===== config.mk =====
export PLATFORM = sky130hd
export DESIGN_NAME = uart_rx_ctrl
export DESIGN_NICKNAME = d
export VERILOG_FILES = /design/src/rtl/uart_rx_ctrl.sv
export SDC_FILE = /design/constraint.sdc
export NUM_CORES = 1
export LEC_CHECK = 0
export ABC_AREA = 1
export BUFFER_PORTS_ARGS = -buffer_cell sky130_fd_sc_hd__buf_4
export CAP_MARGIN = 30
export CORE_MARGIN = 1.5
export CORE_UTILIZATION = 60
export DETAILED_ROUTE_END_ITERATION = 10
export PLACE_DENSITY = 0.81
export SYNTH_ARGS = -nofsm -noshare
export SYNTH_HDL_FRONTEND = slang
export SYNTH_SLANG_ARGS = --single-unit

===== constraint.sdc =====
create_clock -name rx_clk -period 3.75 [get_ports rx_clk]
set_input_delay 0.5625 -clock rx_clk [delete_from_list [all_inputs] [get_ports rx_clk]]
set_output_delay 0.5625 -clock rx_clk [all_outputs]
set_load 0.05 [all_outputs]

===== src/rtl/uart_rx_ctrl.sv =====
// uart_rx_ctrl: UART receive sequencer that times mid-bit sampling, shifts data in LSB-first and checks the stop bit.
module uart_rx_ctrl #(
  parameter int CLKS_PER_BIT = 16,
  parameter int DATA_BITS = 8
) (
  input  logic                 rx_clk,
  input  logic                 rx_rst_n,
  input  logic                 rx_in,
  input  logic                 rx_negedge,
  output logic [DATA_BITS-1:0] rx_data,
  output logic                 rx_valid,
  output logic                 rx_frame_err,
  output logic                 rx_busy
);
  localparam int CW = $clog2(CLKS_PER_BIT);
  localparam int IW = $clog2(DATA_BITS + 1);
  localparam logic [CW-1:0] HALF = CW'(CLKS_PER_BIT / 2 - 1);
  localparam logic [CW-1:0] FULL = CW'(CLKS_PER_BIT - 1);
  localparam logic [IW-1:0] LAST = IW'(DATA_BITS - 1);
  typedef enum logic [1:0] {IDLE, START, DATA, STOP} state_t;
  state_t               state;
  logic [CW-1:0]        cnt;
  logic [IW-1:0]        idx;
  logic [DATA_BITS-1:0] sh;
  always_ff @(posedge rx_clk or negedge rx_rst_n) begin
    if (!rx_rst_n) begin
      state        <= IDLE;
      cnt          <= '0;
      idx          <= '0;
      sh           <= '0;
      rx_data      <= '0;
      rx_valid     <= 1'b0;
      rx_frame_err <= 1'b0;
      rx_busy      <= 1'b0;
    end else begin
      rx_valid     <= 1'b0;
      rx_frame_err <= 1'b0;
      case (state)
        IDLE: if (rx_negedge) begin
          state   <= START;
          cnt     <= '0;
          rx_busy <= 1'b1;
        end
        START: if (cnt == HALF) begin
          cnt <= '0;
          if (!rx_in) begin
            state <= DATA;
            idx   <= '0;
          end else begin
            state   <= IDLE;
            rx_busy <= 1'b0;
          end
        end else cnt <= cnt + 1'b1;
        DATA: if (cnt == FULL) begin
          cnt <= '0;
          sh  <= {rx_in, sh[DATA_BITS-1:1]};
          idx <= idx + 1'b1;
          if (idx == LAST) state <= STOP;
        end else cnt <= cnt + 1'b1;
        STOP: if (cnt == FULL) begin
          cnt     <= '0;
          state   <= IDLE;
          rx_busy <= 1'b0;
          if (rx_in) begin
            rx_data  <= sh;
            rx_valid <= 1'b1;
          end else rx_frame_err <= 1'b1;
        end else cnt <= cnt + 1'b1;
        default: state <= IDLE;
      endcase
    end
  end
endmodule


Word level (Yosys, flattened, before mapping)
Index checks and enable logic that the tools add are counted.
- $add $sub $neg: 2
- equality and inequality tests: 13
- mux-type cells: 26
- reduce and logical (&&, ||, !) cells: 9
- operators with widths (cell ; count):
    4-bit 2-to-1 mux ; 6
    2-bit != test, second input constant ; 7
    2-bit 2-to-1 mux ; 6
    4-bit one-hot mux with 3 select lines ; 1
    1-bit 2-to-1 mux ; 10
    5-bit AND reduction ; 2
    4-bit by 1-bit adder with 4-bit output, second input constant ; 2
    4-bit by 3-bit equality test with 1-bit output, second input constant ; 2
    2-bit one-hot mux with 4 select lines ; 1
    4-bit one-hot mux with 2 select lines ; 1
    2-bit equality test, second input constant ; 2
    4-bit equality test, second input constant ; 1
    4-bit AND reduction ; 1
    1-bit one-hot mux with 3 select lines ; 1
    3-bit AND reduction ; 1
    3-bit nonzero test ; 1
    2-bit by 1-bit equality test with 1-bit output, second input constant ; 1
    2-bit logical NOT ; 1
    2-bit AND reduction ; 1
    2-bit nonzero test ; 1
    2-bit OR reduction ; 1
- bits in registers: 29
- input bits: 4

Longest topological paths before layout
- depth after elaboration: 4
- depth in mapped cells: 8
- gate-level depth less buffers: 8

Worst setup path after synthesis
OpenSTA, ideal clock, no wires.
- kind: reg2reg
- start: register cnt[0]
- end: register rx_data[2]
- arrival: 1.167 ns
- required time: 3.631 ns
- setup slack: 2.465 ns
- stages on the path, launching flop included: 8
- path buffers: 1
- clock period less this slack: 1.285 ns
- cells stage by stage: dfrtp_1 -> ha_1 -> nand3_4 -> clkinv_2 -> nand3_4 -> buf_6 -> nand2_2 -> o21ai_2
- word-level cells in the longest chain between the ends: 2
- RTL lines (what ; line ; RTL):
    start, declared ; 22 ; logic [CW-1:0] cnt;
    start signal, assigned ; 53 ; end else cnt <= cnt + 1'b1;
    start signal, assigned ; 59 ; end else cnt <= cnt + 1'b1;
    start signal, assigned ; 68 ; end else cnt <= cnt + 1'b1;
    4-bit equality test ; 60 ; STOP: if (cnt == FULL) begin
    3-bit AND reduction (no source line) ; n/a ;
    end signal, assigned ; 65 ; rx_data <= sh;
    end, declared ; 10 ; output logic [DATA_BITS-1:0] rx_data,
No other way between the ends.
A chain may end at the register's enable or synchronous reset.

Worst setup path in the final report
- start: register rx_data[2]
- end: output port rx_data[2]
No word-level cell between the ends.

==> impl_metrics.ini <==
[placement]
portBuffers = 14
place_inst = 193
preCtsSetupSlack_ns = 2.28
hpwl_um = 1710
gp_congestion = 0.819

[power_and_ir_drop]
switching_share_pct = 37.1
power.switching_mw = 0.363
combPwrFrac_pct = 29.9
leakage_nw = 0.835
pwr_density_cell_mw_per_mm2 = 625
seqPwrFrac_pct = 43.1
p_clk_share_pct = 27.0
peakVddDrop_mv = 0.475
p_int_mw = 0.616

[floorplanning]
core_sq_mm = 0.00217
initial_utilization_pct = 62.9
dieWidth_um = 50.7
ios = 15
design.die.area_sq_mm = 0.00257
row_count = 17
die_h_um = 50.7

[clock_network]
cts_max_level = 2
cts_resized = 0
postCtsHoldBufs = 0
cts_tree = done
clk_latency_ns = 0.32
postCtsSetupBuffers = 0
clk_pin_slew_ns = 0.09
clk_path_buf_depth = 2
cts_root_buf = clkbuf_4
cts_sinks = 29
numCtsBuffers = 5

[yosys]
synth.net_count = 159
synth.avg_cell_area_sq_um = 8.92
yosys-top-cells-area = dfrtp_1 53%, nand2_1 12%, inv_1 5.5%
syn_area_sq_mm = 0.00137
ys_ff_latch = 29
synthCells = 153
yosysTopAreaCell = dfrtp_1
ys_warn_count = 0
synth_top_area_share_pct = 53.2
synth.distinct_cells = 22
ys_seq_area_share_pct = 53.2

[cells_and_area]
diodes = 0
num-nets-final = 178
area_growth_pct = 14.8
fin_cells = 201
layout-drive-gt1-share_pct = 22.5

[critical_path]
crit_required_ns = 3.19
cp_num_buf_inv = 1
endpoint_kind = output pin
critPathMaxStageDelay_ns = 0.41
startpoint_type = register
crit_arrival_ns = 0.94
r2r_slack_ns = 2.30
crit_chain = buf_4
crit_family = flip-flops
path_max_fanout = 2
critPathKind = reg -> out
slowest_stage = dfrtp_1

[detailed_routing]
drc = 0
drt_pre_antenna_iters = 4
wirelength_um = 2450
drt_iter0_markers = 31
num_vias = 1046
wl_per_cell_um = 12.2
ant_nets = 0
routed_via_density = 5.20

[timing]
fmax_mhz = 667
worstMarginPinSlew_ns = 0.358
slew_headroom_pct = 76.2
period_share_pct = 40.0
whs_ns = 0.140
slew_viol_final = 0
setup_tns_ns = 0
finalWorstSetupSlack_ns = 2.25
finalSetupViolCount = 0
rsz0062_at_grt = false
hold_viol_final = 0
fin_crit_ns = 1.50
fin_skew_ns = 0.00676

[flow_run]
cap_violations = 0

[global_route]
grtUsageMet3_pct = 8.33
globalRoute.busiestLayer = met2
grt_pass1_vias = 971
antenna_found_initial = 0
gr-usage-met1_pct = 29.2
grt_max_degree = 30
grt_util_met2_pct = 37.3
gr-usage-all-layers_pct = 23.4
grt-ovfl-total = 0
grt_pass1_wl_um = 4320

[outcome]
status = finished clean

[worst_hold_path]
hp-class = in -> async
## path summary, 6_finish.rpt
| path | depth (start not counted) | to | startpoint |
|---|---|---|---|
| max | 1 | rx_data[2] | rx_data[2]$_DFFE_PN0P_ |
| min | 1 | rx_data[1]$_DFFE_PN0P_ | rx_rst_n |
| max reg2reg | 6 | rx_data[1]$_DFFE_PN0P_ | cnt[0]$_DFFE_PN0P_ |
| min reg2reg | 2 | rx_data[0]$_DFFE_PN0P_ | sh[0]$_DFFE_PN0P_ |
| max in group asynchronous | 1 | idx[2]$_DFFE_PN0P_ | rx_rst_n |
| min in group rx_clk | 2 | rx_frame_err$_DFF_PN0_ | rx_in |
## metal layers
layer,wire [um],vias up
met4,24,0
li1,-,517
met1,1070,495
met5,0,-
met3,124,2
met2,1230,32
## synthesized netlist by cell type, drive strengths merged
cell type  count
ha             2
nor3           1
nand2         46
nor2          14
nand3b         1
o211ai         1
inv           22
nand4          1
nand3         10
buf            2
a21oi          3
clkinv         1
o21ai         20
dfrtp         29
## power by group through the flow
| stage | Clock, mW | Sequential [mW] | Combinational, mW |
|---|---|---|---|
| floorplan | 0 | 0.433 | 0.212 |
| global placement | 0 | 0.424 | 0.284 |
| detailed placement | 0 | 0.426 | 0.292 |
| CTS | 0.272 | 0.421 | 0.296 |
| global route | 0.286 | 0.429 | 0.344 |
| finish | 0.264 | 0.423 | 0.293 |
## cells in the final DEF, fill, tap and decap left out, types with 2 or more instances in the layout
master and count:
clkbuf_4 5, dfrtp_1 29, nand2_1 43, o21ai_0 12
inv_1 20, buf_4 14, nand3_1 7, a21oi_1 3
o21ai_2 7, nor2_1 12, nand3_4 2, inv_2 2
nand2_2 3, ha_1 2
## per-stage QoR
step	instance area, sq um	total power [mW]	utilization (%)
detailed placement	1480	0.717	68.3
global placement	1480	0.708	68.3
CTS	1570	0.989	72.3
finish	1570	0.980	72.3
global route	1570	1.06	72.3
floorplan	1370	0.646	-
## cells by family (layout without fill, tap and decap cells)
logic type	after synthesis	count (layout)	share of synthesized area [%]
adder cells (fa/ha/maj)	2	2	1.83
buffers and inverters	25	45	8.07
AO/OA/AOI/OAI	24	24	10.9
flip-flops	29	29	53.2
AND/OR/NAND/NOR	73	73	26.0
## sequential cells by signal (all words and copies together), names as in the netlist, named ones only
name,cells
rx_busy,1
idx,4
sh,8
state,1
rx_frame_err,1
cnt,4
rx_data,8
rx_valid,1
## cell type report
type | instances | area, sq um
inverter | 23 | 87.6
clock inverter | 1 | 30.0
tap | 28 | 35.0
sequential | 29 | 726
fill | 181 | 602
multi-input combinational | 99 | 529
clock buffer | 7 | 55.1
timing repair buffer | 14 | 105
(Power assumes the default switching activity.)
